**config.mk**
```make
export PLATFORM = sky130hd
export DESIGN_NAME = mem_access_unit
export DESIGN_NICKNAME = d
export VERILOG_FILES = /design/src/rtl/mem_access_unit.sv
export SDC_FILE = /design/constraint.sdc
export NUM_CORES = 1
export LEC_CHECK = 0
export ABC_CLOCK_PERIOD_IN_PS = 2000
export BUFFER_PORTS_ARGS = -buffer_cell sky130_fd_sc_hd__buf_2
export CAP_MARGIN = 40
export CORE_AREA = 4 4 148 150
export DETAILED_ROUTE_END_ITERATION = 8
export DIE_AREA = 0 0 152 154
export PLACE_DENSITY_LB_ADDON = 0.15
export SETUP_SLACK_MARGIN = 0.4
export SYNTH_ARGS = -nofsm -noshare
export SYNTH_HDL_FRONTEND = slang
export SYNTH_SLANG_ARGS = --single-unit
```
**constraint.sdc**
```tcl
create_clock -name clk_i -period 2 [get_ports clk_i]
set_clock_uncertainty 0.2 [all_clocks]
set_input_delay 0.1 -clock clk_i [delete_from_list [all_inputs] [get_ports clk_i]]
set_output_delay 0.1 -clock clk_i [all_outputs]
set_load 0.01 [all_outputs]
```
**src/rtl/mem_access_unit.sv**
```systemverilog
// Memory stage: drives the req/gnt/rvalid data bus, formats loads, registers MEM/WB.
// Optional bus timeout abort: define MEM_TIMEOUT_EN.
module mem_access_unit #(
  parameter int unsigned TIMEOUT_CYCLES = 255
) (
  input  logic        clk_i,
  input  logic        rst_ni,
  input  logic        valid_i,
  input  logic        MemRead_i,
  input  logic        MemWrite_i,
  input  logic [2:0]  funct3_i,
  input  logic [31:0] ALUout_i,
  input  logic [31:0] regOp2_i,
  input  logic        RegWrite_i,
  input  logic [1:0]  WriteSrc_i,
  input  logic [31:0] ImmOp_i,
  input  logic [31:0] pcPlus4_i,
  input  logic [4:0]  rd_i,
  output logic        stall_o,
  output logic        mem_req_o,
  output logic        mem_we_o,
  output logic [31:0] mem_addr_o,
  output logic [3:0]  mem_be_o,
  output logic [31:0] mem_wdata_o,
  input  logic        mem_gnt_i,
  input  logic        mem_rvalid_i,
  input  logic [31:0] mem_rdata_i,
  output logic        RegWrite_o,
  output logic [1:0]  WriteSrc_o,
  output logic [31:0] ALUout_o,
  output logic [31:0] ImmOp_o,
  output logic [31:0] pcPlus4_o,
  output logic [4:0]  rd_o,
  output logic [31:0] ReadData_o,
  output logic        fault_o
);

  typedef enum logic [1:0] {
    IDLE,
    REQ,
    RESP
  } state_e;

  state_e state_q, state_d;

  logic        we_q;
  logic [31:0] addr_q;
  logic [3:0]  be_q;
  logic [31:0] wdata_q;
  logic [2:0]  f3_q;
  logic [1:0]  lane_q;

  logic        access_c;
  logic        bad_f3_c;
  logic        misal_c;
  logic        fault_c;
  logic        start_c;
  logic        done_c;
  logic        timeout_c;
  logic [3:0]  be_c;
  logic [31:0] wdata_c;
  logic [31:0] rdata_fmt_c;
  logic [7:0]  rbyte_c;
  logic [15:0] rhalf_c;

  assign access_c = valid_i & (MemRead_i | MemWrite_i);

  assign bad_f3_c = (funct3_i == 3'b011)
                  | (funct3_i[2:1] == 2'b11)
                  | (funct3_i[2] & MemWrite_i);

  assign misal_c = ((funct3_i[1:0] == 2'b10) & (ALUout_i[1:0] != 2'b00))
                 | ((funct3_i[1:0] == 2'b01) & ALUout_i[0]);

  assign fault_c = access_c & (bad_f3_c | misal_c);
  assign start_c = access_c & ~fault_c & (state_q == IDLE);

  always_comb begin
    be_c    = 4'b1111;
    wdata_c = regOp2_i;
    unique case (1'b1)
      funct3_i[1:0] == 2'b00: begin
        be_c    = 4'b0001 << ALUout_i[1:0];
        wdata_c = {4{regOp2_i[7:0]}};
      end
      funct3_i[1:0] == 2'b01: begin
        be_c    = ALUout_i[1] ? 4'b1100 : 4'b0011;
        wdata_c = {2{regOp2_i[15:0]}};
      end
      default: begin
        be_c    = 4'b1111;
        wdata_c = regOp2_i;
      end
    endcase
  end

  assign rbyte_c = 8'(mem_rdata_i >> {lane_q, 3'b000});
  assign rhalf_c = lane_q[1] ? mem_rdata_i[31:16] : mem_rdata_i[15:0];

  always_comb begin
    rdata_fmt_c = mem_rdata_i;
    unique case (1'b1)
      f3_q == 3'b000: rdata_fmt_c = {{24{rbyte_c[7]}}, rbyte_c};
      f3_q == 3'b100: rdata_fmt_c = {24'h0, rbyte_c};
      f3_q == 3'b001: rdata_fmt_c = {{16{rhalf_c[15]}}, rhalf_c};
      f3_q == 3'b101: rdata_fmt_c = {16'h0, rhalf_c};
      default:        rdata_fmt_c = mem_rdata_i;
    endcase
  end

`ifdef MEM_TIMEOUT_EN
  localparam int unsigned CW =
    ($clog2(TIMEOUT_CYCLES + 1) > 8) ? $clog2(TIMEOUT_CYCLES + 1) : 8;

  logic [CW-1:0] cnt_q;
  logic          cnt_hit_c;

  assign cnt_hit_c = (cnt_q == CW'(TIMEOUT_CYCLES - 1));

  always_ff @(posedge clk_i or negedge rst_ni) begin
    if (!rst_ni) begin
      cnt_q <= '0;
    end else if (start_c) begin
      cnt_q <= '0;
    end else if (state_q != IDLE) begin
      cnt_q <= cnt_q + 1'b1;
    end
  end
`else
  logic cnt_hit_c;
  assign cnt_hit_c = 1'b0;
`endif

  always_comb begin
    state_d   = state_q;
    stall_o   = 1'b0;
    mem_req_o = 1'b0;
    done_c    = 1'b0;
    timeout_c = 1'b0;
    unique case (state_q)
      IDLE: begin
        if (start_c) begin
          stall_o = 1'b1;
          state_d = REQ;
        end
      end
      REQ: begin
        mem_req_o = 1'b1;
        stall_o   = 1'b1;
        if (mem_gnt_i) begin
          if (we_q) begin
            stall_o = 1'b0;
            state_d = IDLE;
          end else begin
            state_d = RESP;
          end
        end
      end
      RESP: begin
        stall_o = 1'b1;
        if (mem_rvalid_i) begin
          stall_o = 1'b0;
          done_c  = 1'b1;
          state_d = IDLE;
        end
      end
      default: state_d = IDLE;
    endcase
    // An unfinished access that hits the limit is abandoned this cycle
    if ((state_q != IDLE) && stall_o && cnt_hit_c) begin
      mem_req_o = 1'b0;
      stall_o   = 1'b0;
      done_c    = 1'b0;
      timeout_c = 1'b1;
      state_d   = IDLE;
    end
  end

  always_ff @(posedge clk_i or negedge rst_ni) begin
    if (!rst_ni) begin
      state_q <= IDLE;
    end else begin
      state_q <= state_d;
    end
  end

  always_ff @(posedge clk_i or negedge rst_ni) begin
    if (!rst_ni) begin
      we_q    <= 1'b0;
      addr_q  <= '0;
      be_q    <= '0;
      wdata_q <= '0;
      f3_q    <= '0;
      lane_q  <= '0;
    end else if (start_c) begin
      we_q    <= MemWrite_i;
      addr_q  <= {ALUout_i[31:2], 2'b00};
      be_q    <= be_c;
      wdata_q <= wdata_c;
      f3_q    <= funct3_i;
      lane_q  <= ALUout_i[1:0];
    end
  end

  assign mem_we_o    = we_q;
  assign mem_addr_o  = addr_q;
  assign mem_be_o    = be_q;
  assign mem_wdata_o = wdata_q;

  always_ff @(posedge clk_i or negedge rst_ni) begin
    if (!rst_ni) begin
      RegWrite_o <= 1'b0;
      WriteSrc_o <= '0;
      ALUout_o   <= '0;
      ImmOp_o    <= '0;
      pcPlus4_o  <= '0;
      rd_o       <= '0;
      ReadData_o <= '0;
      fault_o    <= 1'b0;
    end else if (stall_o) begin
      RegWrite_o <= 1'b0;
      fault_o    <= 1'b0;
    end else begin
      RegWrite_o <= valid_i & RegWrite_i & ~fault_c & ~timeout_c;
      WriteSrc_o <= WriteSrc_i;
      ALUout_o   <= ALUout_i;
      ImmOp_o    <= ImmOp_i;
      pcPlus4_o  <= pcPlus4_i;
      rd_o       <= rd_i;
      ReadData_o <= done_c ? rdata_fmt_c : 32'h0;
      fault_o    <= fault_c | timeout_c;
    end
  end

endmodule
```
==> results_tabular.tex <==
\begin{tabular}{lr}
\hline
Metric & Value \\
\hline
\multicolumn{2}{l}{\textbf{Synth}} \\
\quad Adder-cell area share of the yosys netlist & 0\% \\
\quad Post-synthesis instance area & 9138 sq um \\
\quad Synthesized instance count & 646 \\
\quad Mux share of post-synthesis cell area & 25.73\% \\
\quad Register bit count reported by yosys & 211 \\
\quad Synthesized area per cell & 14.14 sq um \\
\quad Post-synthesis xor/xnor area fraction & 0\% \\
\quad Combinational family with the most area after synthesis & multiplexers \\
\quad Synth Area in Simple Gates & 4.341\% \\
\quad Post-synth cell types & 39 \\
\quad Synth warn & 0 \\
\quad Sequential-to-total area share from yosys stat & 57.78\% \\
\quad Compound-cell area share of the yosys netlist & 8.722\% \\
\multicolumn{2}{l}{\textbf{Power}} \\
\quad Internal power summed over all cells & 0.01074 W \\
\quad Cell area power density & 1046 nW/um\^{}2 \\
\quad VDD IR-drop max & 582.7 uV \\
\quad Switching part of the total & 30.90\% \\
\quad Seq pwr share & 37.3\% \\
\quad Net switching power & 0.004804 W \\
\quad Clock network fraction of total power & 28.8\% \\
\quad Standby leakage power & 7.360 nW \\
\quad Combinational cell fraction of total power & 33.9\% \\
\multicolumn{2}{l}{\textbf{Detailed routing}} \\
\quad Drt first pass iters & 4 \\
\quad Wire length per cell after detailed routing & 19.53 um \\
\quad DR iter-0 viols & 336 \\
\quad Count of nets left with antenna violations after detail routing & 0 \\
\quad Via Count & 7780 \\
\quad Via density per instance & 5.026 \\
\quad Detailed Route WL & 30230 um \\
\quad \# DRC & 0 \\
\multicolumn{2}{l}{\textbf{CTS}} \\
\quad Library cell used as clock root buffer & sky130\_fd\_sc\_hd\_\_clkbuf\_16 \\
\quad Buffers from clock root to sink, at most & 3 \\
\quad TritonCTS clock tree & built \\
\quad Clock-pin slew on the worst setup and hold paths & 0.06 ns \\
\quad Clock Sinks & 211 \\
\quad Htree depth & 1 \\
\quad TritonCTS buffer count & 24 \\
\quad Clock insertion delay at the later pin of the skew report & 0.50 ns \\
\multicolumn{2}{l}{\textbf{STA}} \\
\quad RSZ-0062 raised after global routing & true \\
\quad F\_max & 514.1 MHz \\
\quad Count of final max-slew check failures & 0 \\
\quad Final hold slack & -0.1724 ns \\
\quad Tcrit/Tclk final & 97.26\% \\
\quad Total Negative Setup Slacks & 0 ns \\
\quad Period minus WS final & 1.945 ns \\
\quad Number of setup violations in the final report & 0 \\
\quad Number of failing hold endpoints at the final stage & 4 \\
\multicolumn{2}{l}{\textbf{Layout}} \\
\quad Filler cell count in the final layout & 1442 \\
\quad Final cell count without fillers & 1548 \\
\quad Fraction of layout instances using a drive strength above 1 & 51.18\% \\
\quad Most common library cell in the layout ignoring fill and taps & sky130\_fd\_sc\_hd\_\_buf\_2 \\
\quad Commonest non-fill, non-tap cells in the layout & 380 x sky130\_fd\_sc\_hd\_\_buf\_2, 208 x sky130\_fd\_sc\_hd\_\_dfrtp\_1, 187 x sky130\_fd\_sc\_hd\_\_dlygate4sd3\_1 \\
\quad Layout-stage area growth over the synthesis result & 62.66\% \\
\quad Number of nets in the layout & 1432 \\
\multicolumn{2}{l}{\textbf{Floorplanning}} \\
\quad Floorplan die height & 154 um \\
\quad Die ar. & 23410 sq um \\
\quad Area of the core region & 20690 sq um \\
\quad Row count & 53 \\
\quad IO Count & 386 \\
\quad Die X-Extent & 152 um \\
\quad Starting density of the core & 44.16\% \\
\multicolumn{2}{l}{\textbf{Setup path}} \\
\quad Kind of end point of the critical path & flip-flop \\
\quad Worst Reg2Reg Path Length in Cells & 7 \\
\quad Crit Path Category & reg2reg \\
\quad WP data required & 2.18 ns \\
\quad Crit path max fanout & 7 \\
\quad Crit path launch & state\_q[1] \\
\quad R2r startpoint & state\_q[1] \\
\quad CP Launch Type & flip-flop \\
\quad Data arrival, critical path & 2.13 ns \\
\multicolumn{2}{l}{\textbf{Global route}} \\
\quad Number of global-route vias before repair & 8391 \\
\quad Maximum number of pins on one net before global-route repair & 56 \\
\quad Residual overflow from global routing & 0 \\
\quad Number of antenna violations at the first check in global routing & 4 \\
\quad Global routing usage summed across all routing layers & 24.40\% \\
\quad First-pass GRT wire length & 46450 um \\
\multicolumn{2}{l}{\textbf{Job}} \\
\quad Maximum Capacitance Violations & 0 \\
\multicolumn{2}{l}{\textbf{Status}} \\
\quad Failing checks & negative hold slack \\
\quad Outcome & finished, violations left \\
\multicolumn{2}{l}{\textbf{Worst hold path}} \\
\quad Worst Hold Path Cells & 3 \\
\quad Tightest Hold Check Type & in2reg \\
\quad Worst hold path startpoint & mem\_rvalid\_i \\
\multicolumn{2}{l}{\textbf{Placed design}} \\
\quad Dpl hpwl & 18940 um \\
\quad Cell total after placement & 1292 \\
\quad Routability-driven placement congestion ratio & 0.8542 \\
\quad Number of buffers added on ports & 383 \\
\hline
\end{tabular}
-- sequential cells by signal, indices dropped and copies added, names as in the netlist, 4 cells and up --
name         count
ALUout_o        32
ImmOp_o         32
ReadData_o      32
mem_addr_o      30
mem_be_o         4
mem_wdata_o     32
pcPlus4_o       32
rd_o             5
-- synth_stat cells, drive strengths merged --
| cell type | instances | area share [%] |
|---|---|---|
| a221oi | 1 | 0.16 |
| nand3b | 1 | 0.082 |
| nor4 | 2 | 0.30 |
| a22o | 1 | 0.096 |
| o211ai | 2 | 0.22 |
| mux2i | 32 | 3.5 |
| o21a | 1 | 0.082 |
| a31oi | 1 | 0.069 |
| clkbuf | 15 | 0.62 |
| a31o | 1 | 0.096 |
| mux4 | 1 | 0.25 |
| dfrtp | 211 | 58 |
| or2 | 1 | 0.069 |
| a21oi | 30 | 1.6 |
| nand3 | 1 | 0.055 |
| a211o | 1 | 0.096 |
| buf | 27 | 2.5 |
| o2bb2ai | 24 | 2.3 |
| nor2 | 20 | 0.82 |
| o21ai | 32 | 1.8 |
| o21ba | 1 | 0.11 |
| nand2 | 49 | 2.0 |
| a32o | 7 | 0.77 |
| and3b | 1 | 0.096 |
| conb | 1 | 0.041 |
| o22ai | 7 | 0.48 |
| nor3b | 2 | 0.22 |
| a211oi | 1 | 0.082 |
| nor2b | 1 | 0.069 |
| o221ai | 8 | 0.77 |
| nand2b | 9 | 0.62 |
| inv | 7 | 0.29 |
| mux2 | 147 | 22 |
-- cells by family (layout without fill, tap and decap cells) --
kind of cell           Yosys count  in the layout
and+or+nand+nor                 87             87
other                            1              5
DFF                            211            211
buffers and inverters           49            672
AOI/OAI and AO/OA              118            118
muxes                          180            180
-- through the flow --
stage	cell area, sq um	hold slack (ns)	power (W)	setup slack [ns]	utilization (%)
after floorplan	9164	-0.3956	0.008397	0.2796	-
after global placement	11500	-0.09263	0.01017	0.05055	55.58
after detailed placement	11510	-0.09203	0.01027	0.03054	55.62
after CTS	14610	-0.2557	0.01545	0.04573	70.62
after global routing	14860	-0.1926	0.01630	-0.01198	71.83
final	14860	-0.1724	0.01555	0.05480	71.84
-- power groups by stage --
stage          sequential [W]  clock [W]  combinational, W
6_report              0.00579    0.00448           0.00528
5_1_grt               0.00591    0.00475           0.00564
4_1_cts               0.00576    0.00456           0.00513
3_5_place_dp          0.00580          0           0.00446
3_3_place_gp          0.00579          0           0.00438
2_1_floorplan         0.00624          0           0.00216
-- critical path, stage by stage (launching register included) --
cell,delay [ns]
sky130_fd_sc_hd__dfrtp_2,0.45
sky130_fd_sc_hd__nor3b_4,0.17
sky130_fd_sc_hd__a21oi_2,0.16
sky130_fd_sc_hd__nand2_4,0.10
sky130_fd_sc_hd__buf_12,0.14
sky130_fd_sc_hd__buf_4,0.16
sky130_fd_sc_hd__buf_12,0.15
sky130_fd_sc_hd__mux2_4,0.30
-- layout make-up --
type	instances	area (sq um)	area share, %
inverter	7	26.28	0.1768
clock inverter	8	90.09	0.6061
multi-input combinational	387	3746	25.20
sequential	211	5284	35.55
timing repair buffer	623	4646	31.26
tap	275	344.1	2.315
clock buffer	34	719.4	4.840
antenna	3	7.507	0.05051
-- path summary, 6_finish.rpt --
check	endpoint	slack, ns
max	pcPlus4_o[21]	0.05
min	state_q[1]	-0.17
max reg2reg	pcPlus4_o[21]	0.05
min reg2reg	mem_wdata_o[24]	0.27
max in group asynchronous	mem_addr_o[23]	0.60
min in group asynchronous	pcPlus4_o[6]	0.42
-- layer usage --
layer	routed length [um]	track usage [%]
met1	11780	29.89
met2	15260	41.15
met3	2067	6.755
met4	1096	9.675
met5	27	0
-- what timing repair did --
action                     in CTS  in global routing
cloned                          6                  3
setup endpoints to repair     180                333
pin swaps                       2                  4
gates resized for setup        32                 34
hold buffers                  186                  3
hold endpoints to repair      421                  6
setup buffers                  13                  0
(Power assumes the default switching activity.)
